<file path="config.mk">
export PLATFORM = sky130hd
export DESIGN_NAME = mdio_master_flat
export DESIGN_NICKNAME = d
export VERILOG_FILES = /design/src/rtl/mdio_master_if.sv /design/src/rtl/mdio_master.sv /design/src/flat_wrapper.sv
export SDC_FILE = /design/constraint.sdc
export NUM_CORES = 1
export LEC_CHECK = 0
export BUFFER_PORTS_ARGS = -buffer_cell sky130_fd_sc_hd__buf_2
export CAP_MARGIN = 20
export CORE_UTILIZATION = 54
export DETAILED_ROUTE_END_ITERATION = 10
export MAX_ROUTING_LAYER = met4
export PLACE_DENSITY = 0.75
export SLEW_MARGIN = 10
export SYNTH_ARGS = -nofsm -noshare
export SYNTH_HDL_FRONTEND = slang
export SYNTH_SLANG_ARGS = --single-unit
</file>
<file path="constraint.sdc">
create_clock -name host_clk -period 3.2 [get_ports host_clk]
set_input_delay 0.16 -clock host_clk [delete_from_list [all_inputs] [get_ports host_clk]]
set_output_delay 0.16 -clock host_clk [all_outputs]
set_load 0.1 [all_outputs]
</file>
<file path="src/rtl/mdio_master_if.sv">
// Host-side MIIM request/response bundle for the Clause-45 MDIO master.
// The host drives the request fields; the MDIO master answers with ready,
// read data and a read-valid pulse.
interface mdio_master_if;
    logic        host_req;
    logic        host_miim_sel;
    logic [1:0]  host_opcode;
    logic [9:0]  host_addr;
    logic [15:0] host_wr_data;
    logic        host_miim_rdy;
    logic [15:0] miim_rd_data;
    logic        miim_rd_vld;

    modport master (
        output host_req, host_miim_sel, host_opcode, host_addr, host_wr_data,
        input  host_miim_rdy, miim_rd_data, miim_rd_vld
    );

    modport slave (
        input  host_req, host_miim_sel, host_opcode, host_addr, host_wr_data,
        output host_miim_rdy, miim_rd_data, miim_rd_vld
    );
endinterface

</file>
<file path="src/rtl/mdio_master.sv">
// Clause-45 MDIO (MIIM) master.
// Accepts one host request at a time and serialises a 64-bit management frame
// (preamble, ST, OP, PRTAD, DEVAD, TA, DATA) MSB first on mdc/mdio. For read
// opcodes the pad is released from the turnaround onwards and the 16 data bits
// are captured on each mdc rising edge.
module mdio_master #(
    parameter int MDC_DIV = 20,  // host_clk cycles per mdc half-period (2..255)
    parameter int PRE_LEN = 32   // preamble length in bits (1..32)
) (
    input  logic         host_clk,
    input  logic         reset,
    mdio_master_if.slave host,
    output logic         mdc,
    input  logic         mdio_in,
    output logic         mdio_out,
    output logic         mdio_tri
);

    typedef enum logic [2:0] {
        S_IDLE,
        S_PRE,
        S_HDR,
        S_TA,
        S_DATA,
        S_DONE
    } state_t;

    localparam logic [7:0] DIV_LAST = 8'(MDC_DIV - 1);
    localparam logic [4:0] PRE_LAST = 5'(PRE_LEN - 1);

    state_t      state_q, state_d;
    logic [7:0]  div_q, div_d;          // host_clk count within the current mdc half
    logic [4:0]  bit_q, bit_d;          // bit index within the current state
    logic        mdc_q, mdc_d;
    logic        out_q, out_d;
    logic        tri_q, tri_d;
    logic [31:0] tx_q, tx_d;            // ST/OP/PRTAD/DEVAD/TA/DATA, shifted out MSB first
    logic [15:0] rx_q, rx_d;            // read data, shifted in MSB first
    logic        rd_q, rd_d;            // current frame is a read / read-increment
    logic [15:0] rd_data_q, rd_data_d;
    logic        rd_vld_q, rd_vld_d;

    logic        accept;
    logic        half_end;
    logic        last_bit;
    state_t      state_after;

    assign accept   = host.host_req & host.host_miim_sel & (state_q == S_IDLE);
    assign half_end = (div_q == DIV_LAST);

    // Last bit of each frame section and the section that follows it.
    always_comb begin
        last_bit    = 1'b0;
        state_after = S_IDLE;
        unique case (state_q)
            S_PRE:   begin last_bit = (bit_q == PRE_LAST); state_after = S_HDR;  end
            S_HDR:   begin last_bit = (bit_q == 5'd13);    state_after = S_TA;   end
            S_TA:    begin last_bit = (bit_q == 5'd1);     state_after = S_DATA; end
            S_DATA:  begin last_bit = (bit_q == 5'd15);    state_after = S_DONE; end
            default: begin last_bit = 1'b0;                state_after = S_IDLE; end
        endcase
    end

    // Next-state and next-output logic; all pad outputs are registered so they
    // only move on the host_clk edge that starts a bit or an mdc half.
    always_comb begin
        // NOTE: every variable gets a default first so no path leaves one unassigned (no latches).
        state_d   = state_q;
        div_d     = div_q;
        bit_d     = bit_q;
        mdc_d     = mdc_q;
        out_d     = out_q;
        tri_d     = tri_q;
        tx_d      = tx_q;
        rx_d      = rx_q;
        rd_d      = rd_q;
        rd_data_d = rd_data_q;
        rd_vld_d  = 1'b0;

        unique case (state_q)
            S_IDLE: begin
                mdc_d = 1'b0;
                out_d = 1'b1;
                tri_d = 1'b1;
                if (accept) begin
                    state_d = S_PRE;
                    div_d   = 8'd0;
                    bit_d   = 5'd0;
                    tx_d    = {2'b00, host.host_opcode, host.host_addr, 2'b10, host.host_wr_data};
                    rd_d    = host.host_opcode[1];
                    out_d   = 1'b1;
                    tri_d   = 1'b0;
                end
            end

            S_DONE: begin
                state_d = S_IDLE;
                mdc_d   = 1'b0;
                out_d   = 1'b1;
                tri_d   = 1'b1;
            end

            default: begin
                if (!half_end) begin
                    div_d = div_q + 8'd1;
                end else begin
                    div_d = 8'd0;
                    mdc_d = ~mdc_q;
                    if (!mdc_q) begin
                        // mdc rising: the PHY's data bit is stable here.
                        if (state_q == S_DATA && rd_q) begin
                            rx_d = {rx_q[14:0], mdio_in};
                        end
                    end else begin
                        // mdc falling: end of bit, advance and present the next one.
                        if (last_bit) begin
                            state_d = state_after;
                            bit_d   = 5'd0;
                        end else begin
                            bit_d = bit_q + 5'd1;
                        end

                        if (state_d == S_DONE) begin
                            out_d = 1'b1;
                            tri_d = 1'b1;
                            if (rd_q) begin
                                rd_data_d = rx_q;
                                rd_vld_d  = 1'b1;
                            end
                        end else if (state_d == S_PRE) begin
                            out_d = 1'b1;
                            tri_d = 1'b0;
                        end else begin
                            out_d = tx_q[31];
                            tx_d  = {tx_q[30:0], 1'b0};
                            tri_d = rd_q && (state_d == S_TA || state_d == S_DATA);
                        end
                    end
                end
            end
        endcase
    end

    // State and datapath registers; reset aborts any frame in progress.
    always_ff @(posedge host_clk or negedge reset) begin
        if (!reset) begin
            // NOTE: the shift registers are ordinary flops, so they are cleared with everything else.
            state_q   <= S_IDLE;
            div_q     <= 8'd0;
            bit_q     <= 5'd0;
            mdc_q     <= 1'b0;
            out_q     <= 1'b1;
            tri_q     <= 1'b1;
            tx_q      <= 32'd0;
            rx_q      <= 16'd0;
            rd_q      <= 1'b0;
            rd_data_q <= 16'd0;
            rd_vld_q  <= 1'b0;
        end else begin
            // NOTE: non-blocking assignments so every register updates from pre-edge values.
            state_q   <= state_d;
            div_q     <= div_d;
            bit_q     <= bit_d;
            mdc_q     <= mdc_d;
            out_q     <= out_d;
            tri_q     <= tri_d;
            tx_q      <= tx_d;
            rx_q      <= rx_d;
            rd_q      <= rd_d;
            rd_data_q <= rd_data_d;
            rd_vld_q  <= rd_vld_d;
        end
    end

    assign host.host_miim_rdy = (state_q == S_IDLE);
    assign host.miim_rd_data  = rd_data_q;
    assign host.miim_rd_vld   = rd_vld_q;
    assign mdc                = mdc_q;
    assign mdio_out           = out_q;
    assign mdio_tri           = tri_q;

endmodule
</file>
<file path="src/flat_wrapper.sv">
// flat-port wrapper written by rule: the top's interface ports become plain ports
module mdio_master_flat 
#(
    parameter int MDC_DIV = 20,                                                 
    parameter int PRE_LEN = 32                                     
)
  (host_clk, reset, mdc, mdio_in, mdio_out, mdio_tri, host_host_req, host_host_miim_sel, host_host_opcode, host_host_addr, host_host_wr_data, host_host_miim_rdy, host_miim_rd_data, host_miim_rd_vld);
  mdio_master_if host_i ();
  input  logic host_clk;
  input  logic reset;
  output logic mdc;
  input  logic mdio_in;
  output logic mdio_out;
  output logic mdio_tri;
  input wire logic [$bits(host_i.host_req)-1:0] host_host_req;
  input wire logic [$bits(host_i.host_miim_sel)-1:0] host_host_miim_sel;
  input wire logic [$bits(host_i.host_opcode)-1:0] host_host_opcode;
  input wire logic [$bits(host_i.host_addr)-1:0] host_host_addr;
  input wire logic [$bits(host_i.host_wr_data)-1:0] host_host_wr_data;
  output wire logic [$bits(host_i.host_miim_rdy)-1:0] host_host_miim_rdy;
  output wire logic [$bits(host_i.miim_rd_data)-1:0] host_miim_rd_data;
  output wire logic [$bits(host_i.miim_rd_vld)-1:0] host_miim_rd_vld;
  assign host_i.host_req = host_host_req;
  assign host_i.host_miim_sel = host_host_miim_sel;
  assign host_i.host_opcode = host_host_opcode;
  assign host_i.host_addr = host_host_addr;
  assign host_i.host_wr_data = host_host_wr_data;
  assign host_host_miim_rdy = host_i.host_miim_rdy;
  assign host_miim_rd_data = host_i.miim_rd_data;
  assign host_miim_rd_vld = host_i.miim_rd_vld;
  mdio_master #(.MDC_DIV(MDC_DIV), .PRE_LEN(PRE_LEN)) u_core (.host_clk(host_clk), .reset(reset), .host(host_i), .mdc(mdc), .mdio_in(mdio_in), .mdio_out(mdio_out), .mdio_tri(mdio_tri));
endmodule
</file>
==> results.md, run 1 <==
* Switching power at a little over 400 uW
* Vias per cell at 5.51
* Post-CTS Setup Inserts at 0
* Mapped Cells at around 320
* Buffers on Ports at 53
* Synth Register Bits at between 80 and 90
* GRT Overall Usage at roughly a fifth
* Dpl ws at roughly 0.75 ns
* Syn nets at about 360
* Hold_sp: host_host_wr_data[0]
* Mapped Avg Cell Area at 12.8 sq um
* CP Data Arrival Time at 2.67 ns
* Layout cells sized above 1 at a little under half
* Pwr/cell area at approximately 400 nW/um^2
* WHS Path Cells at 2
* Relative slew margins at between 50% and 60%
* Clock sinks at 85
* Crit-path cells: or4b_4, o211ai_2, a21oi_2, nor3b_4, buf_4, mux2_2
* Core Area at about 7300 sq um
* Mapped cell area at around 4100 sq um
* Reg2reg start: u_core.state_q[2]
* Initial DRC count at 86
* Fin. Hold Viols at 0
* Largest net degree at the start of global routing at 42
* Initial antenna violation count at 0
* Clk pwr share at between 40% and 50%
* CP max stage delay at ~0.64 ns
* Number of flops mapped to enable cells by yosys at 0
* Commonest non-fill, non-tap cell in the layout: dfrtp_1
* Die Ht at 89.6 um
* Synth Area in Simple Gates at 10.5%
* Commonest non-fill, non-tap cells in the layout: dfrtp_1 (83), mux2_2 (73), buf_2 (52), o21ai_0 (17), nor2_1 (12)
* Xor/xnor share of the synthesized area at 1.69%
* Switching share of power at 21.5%
* Asr flop ratio synth at 100%
* Primary FF master, synth: dfrtp_1
* HP Class: primary input to flop
* Diodes inserted at 0
* Antenna Nets Post-Route at 0
* Largest family of logic cells by synthesized area: multiplexers
* Multiplexer share of the synthesized area at between 20% and 30%
* Fin cells at 483
* Initial DRT Pass Iterations at 4
* Synth Area in Adders at less than 1%
* H-tree depth at 3
* Setup_tns at 0 ns
* Setup violations, final at 0
* Slew @ Worst Pin at 0.739 ns
* CP max FO at 21
* Worst R2R End: u_core.host.miim_rd_data[1]
* Peak Freq at 0.410 GHz
* Vias in the first global route at 2538
* Total CTS buffers at 9
* Crit start category: flop
* Global-route wire length before repair at around 12000 um
* Gr ovfl total at 0
* Comb pwr share at roughly 2.3%
* Routed vias at around 2700
* Area Overhead vs Synth at 13.3%
* Sequential fraction of the synthesis area at 51.4%
* I/O Pins at between 50 and 60
* Starting Density at around 56%
* Die X at roughly 90 um
* Worst Reg-to-Reg Cells at 6
* WL/cell at about 15 um
* Crit. End Element: flop
* Site row count at 31
* Final setup margin at approximately 0.76 ns
* Clk Latency, worst-skew pair at between 0.3 and 0.4 ns
* Period utilization at roughly 76%
* CTS tree: built
* Status: finished, final reports clean
* Worst Path Required at ~3.4 ns
* Clock Tree Buf Depth at 2
* Synth warn at 0
* Leak at 2.32 nW
* FF-to-FF setup slack at about 0.76 ns
* Post-DP HPWL at just under 5000 um
* Highest-delay cell along the critical path: or4b_4
* WS Path Type: flop to flop
* Pint at 1.47 mW
* RSZ-0062 raised after global routing: false
* Max-slew violation count at 0
* WL final at 7190 um
* Minimum clock period at about 2.4 ns
* Sequential power share at a little under three fifths
* Count of cell types in the netlist at 53
* Clock Skews at 0.00931 ns
* Worst-path clk slew at 0.08 ns
* Final GP Congestion at 0.876
* Max-Cap Viols at 0
* Hold Path End: u_core.tx_q[0]
* Placed instance count at roughly 470
* Root buf cell: clkbuf_8
* Layout Nets at ~410
* Full die area at approximately 8000 sq um
* Compound-cell area share of the yosys netlist at ~7.6%
* Peak supply drop at ~0.25 mV
* # DRC at 0
==> kinds of logic after synthesis <==
group,after synthesis
buffers and inverters,24
AO/OA/AOI/OAI,46
flip-flops,85
multiplexers,88
XOR/XNOR,8
adder cells (fa/ha/maj),2
AND/OR/NAND/NOR,70
==> repair_timing <==
action | 4_1_cts | 5_1_grt
endpoints found under the hold margin | 38 | 0
resized for setup | 0 | 0
hold buffers | 1 | 0
==> layer usage <==
layer	up-vias	share of wire (%)	GRT usage [%]
met3	13	2.5	3.38
met2	47	49	32.0
met4	0	2.0	9.67
li1	1283	-	-
met5	-	0	-
met1	1319	47	25.8
==> worst max-delay path, delay by kind of cell (launching register included) <==
kind,cells,cell delay [ns]
multiplexers,1,0.37
AND/OR/NAND/NOR,2,0.84
buffers and inverters,1,0.29
flip-flops,1,0.61
AO/OA/AOI/OAI,2,0.22
==> sequential cells by signal (all words and copies together), names as in the netlist <==
signal and cells:
u_core.state_q 3, u_core.host.miim_rd_data 16, u_core.mdio_out 1, u_core.mdio_tri 1, u_core.tx_q 32, u_core.host.miim_rd_vld 1, u_core.div_q 8, u_core.rd_q 1
u_core.bit_q 5, u_core.mdc 1, u_core.rx_q 16
==> cell usage after synthesis (all sizes together) (4+ instances only) <==
cell type  count  area (sq um)
a21oi          6          33.8
a22o           5          43.8
and3           6          37.5
buf            9          82.6
clkbuf         7          26.3
dfrtp         83          2080
inv            8          30.0
mux2          85           995
nand2         10          37.5
nand2b         6          37.5
nand3          9          50.1
nand3b         4          30.0
nor2          15          73.8
o21ai         17          85.1
or3b           4          35.0
xnor2          6          52.6
==> layout make-up <==
class	count	area, sq um
clock buffer	10	138
clock inverter	6	61.3
fill	568	2640
inverter	8	30.0
multi-input combinational	214	1880
sequential	85	2130
tap	99	124
timing repair buffer	61	330
==> how the worst max path moves through the flow <==
stage	startpoint	depth (start not counted)	slack, ns	endpoint
floorplan	u_core.state_q[2]	5	0.42	u_core.tx_q[27]
global placement	u_core.state_q[2]	6	0.81	u_core.host.miim_rd_data[1]
detailed placement	u_core.state_q[2]	6	0.75	u_core.host.miim_rd_data[1]
CTS	u_core.state_q[2]	6	0.74	u_core.host.miim_rd_data[1]
global route	u_core.state_q[2]	6	0.63	u_core.host.miim_rd_data[1]
finish	u_core.state_q[2]	6	0.76	u_core.host.miim_rd_data[1]
==> through the flow <==
stage	cell area, sq um	hold WS (ns)	power (mW)	utilization (%)
after floorplan	4140	-0.136	1.10	-
final	4690	0.0322	1.87	64.0
after CTS	4690	0.0177	1.90	64.0
after global placement	4480	0.169	1.14	61.1
after detailed placement	4480	0.175	1.14	61.1
after global routing	4690	0.0363	1.94	64.0
==> power groups by stage <==
stage | Clock (mW) | Combinational (mW) | Sequential, mW
final | 0.757 | 0.0432 | 1.07
after global routing | 0.821 | 0.0504 | 1.07
after CTS | 0.779 | 0.0454 | 1.07
after detailed placement | 0 | 0.0445 | 1.09
after global placement | 0 | 0.0435 | 1.09
after floorplan | 0 | 0.000932 | 1.09
Note: power is estimated with default switching activity, not from simulation.
==> run 2: changes to the inputs <==
--- a/config.mk
+++ b/config.mk
@@ -5,6 +5,7 @@
 export SDC_FILE = /design/constraint.sdc
 export NUM_CORES = 1
 export LEC_CHECK = 0
+export ABC_AREA = 1
 export BUFFER_PORTS_ARGS = -buffer_cell sky130_fd_sc_hd__buf_2
 export CAP_MARGIN = 20
 export CORE_UTILIZATION = 54
==> constraint.sdc (replaced) <==
create_clock -name host_clk -period 2.5 [get_ports host_clk]
set_input_delay 0.125 -clock host_clk [delete_from_list [all_inputs] [get_ports host_clk]]
set_output_delay 0.125 -clock host_clk [all_outputs]
set_load 0.1 [all_outputs]
==> run 2 against run 1 <==
First-iteration DRC count increased by 150%; clock-buffer cell count decreased by 1; die area grew 2.2%; sequential share of layout area is 1.6 points lower; critical path type unchanged.
==> results.md, run 2 <==
* Status: finished, final reports clean
* Global-route wire length before repair at 13600 um (+15%)
* Relative slew margins at 67.9% (+17 points)
* Critical path's top delay family: simple AND/OR/NAND/NOR gates
* Slew @ Worst Pin at 0.478 ns (-0.261 ns)
* Buffers on Ports at 53 (unchanged)
* Worst-path clk slew at 0.09 ns (about the same)
* Register Area at 2130 sq um (unchanged)
* Initial DRC count at 211 (+150%)
* WL final at 7810 um (+8.6%)
* Full die area at 8200 sq um (+2.2%)
* Worst R2R End: u_core.tx_q[2]
* Largest net degree at the start of global routing at 86 (+100%)
* Gr ovfl total at 0 (unchanged)
* CP Data Arrival Time at 2.51 ns (-0.16 ns)
* Highest-delay cell along the critical path: dfrtp_1
* Max reg flops at 32 (unchanged)
* Primary FF master, synth: dfrtp_1
* Period utilization at 90.6% (+14 points)
* Area Overhead vs Synth at 14.7%
* Minimum clock period at 2.27 ns (-0.174 ns)
* Core Area at 7410 sq um (+1.1%)
* Dpl ws at 0.260 ns (-0.495 ns)
* Number of flops mapped to enable cells by yosys at 0 (unchanged)
* Crit-path most repeated cell: nand2_1
* Synth top area cells: dfrtp_1 (49%), nand2_1 (7.7%), mux2i_1 (6.1%)
* Worst Path Buf+Inv at 3 (+2)
* Most common cell in the netlist: nand2_1
* Total CTS buffers at 9 (unchanged)
* Fin. Hold Viols at 0 (unchanged)
* CTS tree: built
* Peak supply drop at 0.314 mV (+24%)
* Die X at 90.6 um (+1.1%)
* Worst Path Required at 2.75 ns (-0.68 ns)
* Final instance area at 4860 sq um (+3.5%)
* Setup_tns at 0 ns (unchanged)
* Clock Skews at 0.0105 ns (+0.00117 ns)
* HP Class: primary input to flop
* I/O Pins at 54 (unchanged)
* Post-DP HPWL at 5460 um (+9.9%)
* Peak Freq at 0.441 GHz (+7.7%)
* Synth Register Bits at 85 (unchanged)
* Fill count at 592 (+4.2%)
* Leak at 2.44 nW (+5.0%)
* Clock Tree Buf Depth at 2 (unchanged)
* Root buf cell: clkbuf_8
* Max-Cap Viols at 0 (unchanged)
* Diodes inserted at 0 (unchanged)
* CP max stage delay at 0.50 ns (-0.14 ns)
* WL/cell at 13.0 um (-13%)
* Largest reg by FF count: u_core.tx_q
* Initial DRT Pass Iterations at 4 (unchanged)
* Setup violations, final at 0 (unchanged)
* Site row count at 31 (unchanged)
* Mapped Avg Cell Area at 9.73 sq um (-24%)
* Mapped Cells at 435 (+35%)
* # DRC at 0 (unchanged)
* CP max FO at 20 (-4.8%)
* Commonest non-fill, non-tap cells in the layout: nand2_1 (87), dfrtp_1 (83), buf_2 (52), inv_1 (37), o21ai_0 (31)
* Crit start category: flop
* Asr flop ratio synth at 100% (unchanged)
* Crit. End Element: flop
* Resize count post-CTS at 0 (unchanged)
* Starting Density at 57.2% (+0.66 points)
* Clk Latency, worst-skew pair at 0.36 ns (about the same)
* Hold_sp: host_host_opcode[1]
* WHS Path Cells at 3 (+1)
* Commonest non-fill, non-tap cell in the layout: nand2_1
* Vias per cell at 5.15 (-6.5%)
* Routed vias at 3098 (+16%)
* Crit-path cells: nor2_2, nand2_1, nand2_1, nand2_1, nand2_2, inv_2, nand3_1, nand2_1, nand2_1, inv_2, nand2_4, nand2_8, buf_12, nand2_1, o21ai_2
* RSZ-0062 raised after global routing: false
* Count of cell types in the netlist at 40 (-25%)
* Commonest cells post-synth: nand2_1 (87), dfrtp_1 (83), inv_1 (37)
* H-tree depth at 3 (unchanged)
* Syn nets at 470 (+31%)
* Worst Reg-to-Reg Cells at 15 (+9)
* Antenna Nets Post-Route at 0 (unchanged)
* Vias in the first global route at 2975 (+17%)
* Area leader, netlist: dfrtp_1
* Post-placement cell area at 4630 sq um (+3.2%)
* Levels on crit path at 15 (+9)
* FF-to-FF setup slack at 0.23 ns (-0.53 ns)
* Sequential fraction of the synthesis area at 50.3% (-1.1 points)
* Synth top area share at 49.1% (-1.1 points)
* Mapped cell area at 4230 sq um (+2.2%)
* Die Ht at 90.6 um (+1.1%)
* Initial antenna violation count at 0 (unchanged)
* Synth warn at 0 (unchanged)
* Reg2reg start: u_core.state_q[1]
* Layout cells sized above 1 at 31.5% (-15 points)
* Combined area of the multi-input logic cells at 1800 sq um (-4.0%)
* Layout Nets at 532 (+29%)
* Pwr/cell area at 496 nW/um^2 (+24%)
* WS Path Type: flop to flop
* Max-slew violation count at 0 (unchanged)
* GRT Overall Usage at 21.5% (+1.2 points)
* Final setup margin at 0.235 ns (-0.526 ns)
* Clock sinks at 85 (unchanged)
* Hold Path End: u_core.rd_q
* Final GP Congestion at 0.896 (+2.3%)
[run 2: report_power, final]
part	leakage [nW]	switching, mW	internal, mW
Clock	0.103	0.578	0.397
Sequential	1.12	0.000325	1.37
Combinational	1.22	0.0353	0.0261
Total	2.44	0.613	1.80
[run 2: metrics by stage]
step | std cells | power (mW) | utilization, % | hold slack (ns)
finish | 601 | 2.41 | 65.6 | 0.0416
global route | 601 | 2.51 | 65.6 | 0.0515
CTS | 601 | 2.44 | 65.6 | 0.0323
global placement | 582 | 1.46 | 62.5 | 0.196
floorplan | 435 | 1.41 | - | -0.171
detailed placement | 582 | 1.46 | 62.5 | 0.202
[run 2: what timing repair did]
| item | 4_1_cts | 5_1_grt |
|---|---|---|
| buffers inserted | 0 | 0 |
| hold endpoints to repair | 85 | 0 |
| hold buffers | 3 | 0 |
| setup endpoints to repair | 0 | 0 |
[run 2: worst reg2reg max path, delay by kind of cell, from the launching register on]
family	cells	cell delay, ns
AO/OA/AOI/OAI	1	0.05
buffers and inverters	3	0.34
flip-flops	1	0.50
AND/OR/NAND/NOR	11	1.28
[run 2: layout make-up]
class                   instances  share of cell area, %
well taps                      99                   2.55
flip-flops and latches         85                   43.8
clock inverters                 7                   1.57
inverters                      42                   3.35
multi-input cells             291                   37.1
repair buffers                 68                   9.02
clock buffers                   9                   2.55
[run 2: per-layer routing]
layer,up-vias,wire [um],track usage [%]
li1,1553,-,-
met1,1459,3710,27.4
met2,74,3710,34.2
met3,12,260,4.04
met4,0,130,8.06
met5,-,0,-
[run 2: logic make-up after synthesis]
group / after synthesis / synth area share [%]
buffers and inverters: 59 / 7.12
muxes: 27 / 6.41
and+or+nand+nor: 171 / 21.0
xor gates and xnor gates: 5 / 1.03
adders and majority gates: 2 / 0.591
AOI/OAI and AO/OA: 86 / 13.5
DFF: 85 / 50.3
[run 2: worst max path at each step]
stage / start / endpoint / slack (ns)
detailed placement: u_core.state_q[1] / u_core.tx_q[6] / 0.26
CTS: u_core.state_q[1] / u_core.tx_q[2] / 0.25
global placement: u_core.state_q[1] / u_core.tx_q[8] / 0.38
global route: u_core.state_q[1] / u_core.tx_q[9] / 0.03
floorplan: u_core.mdc / u_core.tx_q[15] / 0.43
finish: u_core.state_q[1] / u_core.tx_q[2] / 0.23
==> run 3: changes to the inputs <==
--- a/config.mk
+++ b/config.mk
@@ -8,10 +8,9 @@
 export ABC_AREA = 1
 export BUFFER_PORTS_ARGS = -buffer_cell sky130_fd_sc_hd__buf_2
 export CAP_MARGIN = 20
-export CORE_UTILIZATION = 54
+export CORE_UTILIZATION = 42
 export DETAILED_ROUTE_END_ITERATION = 10
 export MAX_ROUTING_LAYER = met4
-export PLACE_DENSITY = 0.75
 export SLEW_MARGIN = 10
 export SYNTH_ARGS = -nofsm -noshare
 export SYNTH_HDL_FRONTEND = slang
==> run 3 against run 2 <==
Wire length shrank 0.51%; sequential power is essentially flat; maximum frequency shrank 0.77%; first-iteration DRC count down 55%; clock skew decreased by 0.0014 ns; sequential share of layout area shrank 0.26 points; die area grew 28%; global-route usage fell by 4.6 points; clock power increased by 8%; final cell count is 5.3% higher; critical path type unchanged; largest cell class unchanged.
==> results.md, run 3 (same netlist as run 2, synthesis figures left out) <==
* Status: finished, final reports clean
* Commonest non-fill, non-tap cells in the layout: nand2_1 (87), dfrtp_1 (83), buf_2 (52), inv_1 (37), o21ai_0 (31)
* Site row count at 36 (+16%)
* Crit. End Element: flop
* Peak supply drop at 0.346 mV (+10%)
* Placed instance count at 615 (+5.7%)
* WL final at 7770 um (-0.51%)
* Initial DRC count at 95 (-55%)
* Fill count at 954 (+61%)
* Initial DRT Pass Iterations at 4 (unchanged)
* Hold Path End: u_core.tx_q[0]
* Post-DP HPWL at 5570 um (+1.9%)
* Starting Density at 43.3% (-14 points)
* Crit start category: flop
* Post-CTS Setup Inserts at 0 (unchanged)
* CP max FO at 19 (-5.0%)
* Max reg flops at 32 (unchanged)
* Area Overhead vs Synth at 15.4%
* Commonest non-fill, non-tap cell in the layout: nand2_1
* GRT Overall Usage at 16.9% (-4.6 points)
* Max-Cap Viols at 0 (unchanged)
* Max-slew violation count at 0 (unchanged)
* I/O Pins at 54 (unchanged)
* Gr ovfl total at 0 (unchanged)
* Core Area at 9770 sq um (+32%)
* Register Area at 2130 sq um (unchanged)
* Layout Nets at 530 (-0.38%)
* Full die area at 10500 sq um (+28%)
* Root buf cell: clkbuf_8
* Worst-path clk slew at 0.08 ns (about the same)
* Setup_tns at 0 ns (unchanged)
* Die X at 102 um (+13%)
* Layout cells sized above 1 at 31.2% (-0.27 points)
* Reg2reg start: u_core.state_q[1]
* Worst Path Required at 2.78 ns (+0.03 ns)
* CP Data Arrival Time at 2.57 ns (+0.06 ns)
* Combined area of the multi-input logic cells at 1800 sq um (unchanged)
* Largest net degree at the start of global routing at 56 (-35%)
* Vias in the first global route at 2854 (-4.1%)
* Fin cells at 633 (+5.3%)
* CTS tree: built
* Slew @ Worst Pin at 0.696 ns (+0.218 ns)
* Total CTS buffers at 9 (unchanged)
* Largest reg by FF count: u_core.tx_q
* H-tree depth at 3 (unchanged)
* Worst R2R End: u_core.tx_q[28]
* Buffers on Ports at 53 (unchanged)
* Clock Tree Buf Depth at 2 (unchanged)
* WHS Path Cells at 3 (unchanged)
* WL/cell at 12.3 um (-5.5%)
* Leak at 2.42 nW (-0.56%)
* Vias per cell at 4.74 (-8.0%)
* Final instance area at 4890 sq um (+0.59%)
* Die Ht at 102 um (+13%)
* Resize count post-CTS at 0 (unchanged)
* RSZ-0062 raised after global routing: false
* Period utilization at 91.3% (+0.70 points)
* Levels on crit path at 12 (-3)
* Peak Freq at 0.438 GHz (-0.77%)
* Minimum clock period at 2.28 ns (+0.0175 ns)
* Clk Latency, worst-skew pair at 0.36 ns (about the same)
* Final GP Congestion at 0.821 (-8.4%)
* Worst Path Buf+Inv at 1 (-2)
* Highest-delay cell along the critical path: dfrtp_1
* Worst Reg-to-Reg Cells at 12 (-3)
* Global-route wire length before repair at 13200 um (-2.9%)
* Critical path's top delay family: simple AND/OR/NAND/NOR gates
* Antenna Nets Post-Route at 0 (unchanged)
* Hold_sp: host_host_wr_data[0]
* Crit-path cells: nor2_2, nand2_1, nand3_1, nand2_1, nor2_4, nand2_2, a21oi_4, nand2_4, nand2_8, buf_12, nand2_2, o21ai_2
* Clock Skews at 0.00911 ns (-0.00138 ns)
* Setup violations, final at 0 (unchanged)
* # DRC at 0 (unchanged)
* Diodes inserted at 0 (unchanged)
* WS Path Type: flop to flop
* Routed vias at 3002 (-3.1%)
* Fin. Hold Viols at 0 (unchanged)
* Clock sinks at 85 (unchanged)
* Post-placement cell area at 4650 sq um (+0.49%)
* CP max stage delay at 0.52 ns (+0.02 ns)
* Initial antenna violation count at 0 (unchanged)
* Relative slew margins at 53.6% (-14 points)
* HP Class: primary input to flop
* Pwr/cell area at 509 nW/um^2 (+2.5%)
* FF-to-FF setup slack at 0.22 ns (-0.02 ns)
[run 3: cell type report]
cell class	count	area share, %
Multi-Input combinational cell	291	36.9
Clock buffer	10	2.61
Clock inverter	6	1.82
Sequential cell	85	43.6
Timing Repair Buffer	66	8.35
Tap cell	133	3.41
Inverter	42	3.33
[run 3: power by group]
group | switching (mW) | total [mW] | internal, mW
Sequential | 0.000395 | 1.37 | 1.37
Clock | 0.489 | 1.05 | 0.563
Combinational | 0.0347 | 0.0596 | 0.0249
Total | 0.524 | 2.49 | 1.96
[run 3: what timing repair did]
item	CTS	global route
hold endpoints to repair	53	0
setup endpoints to repair	0	0
hold buffers	2	0
[run 3: layer usage]
metal  GRT usage (%)  share of wire (%)  up-vias
li1                -                  -     1550
met1            21.6                 50     1380
met2            25.7                 44       56
met3            4.38                3.9       16
met4            6.26                2.2        0
met5               -                  0        -
[run 3: through the flow]
step	setup WS (ns)	util, %	hold WS (ns)	power (mW)
final	0.217	50.0	0.0253	2.49
after global placement	0.287	47.6	0.224	1.46
after detailed placement	0.216	47.6	0.224	1.46
after global routing	0.00585	50.0	0.0470	2.60
after CTS	0.196	50.0	0.00869	2.53
after floorplan	0.433	-	-0.171	1.41
[run 3: how the worst max path moves through the flow]
stage	start	slack [ns]	to
floorplan	u_core.mdc	0.43	u_core.tx_q[15]
global placement	u_core.state_q[2]	0.29	u_core.tx_q[19]
CTS	u_core.state_q[1]	0.20	u_core.tx_q[28]
finish	u_core.state_q[1]	0.22	u_core.tx_q[28]
global route	u_core.state_q[1]	0.006	u_core.tx_q[4]
detailed placement	u_core.state_q[1]	0.22	u_core.tx_q[18]
[run 3: worst min-delay path, cell delays in order]
cell and delay, ns:
buf_2 0.07, nand3_1 0.07, nand2_1 0.07
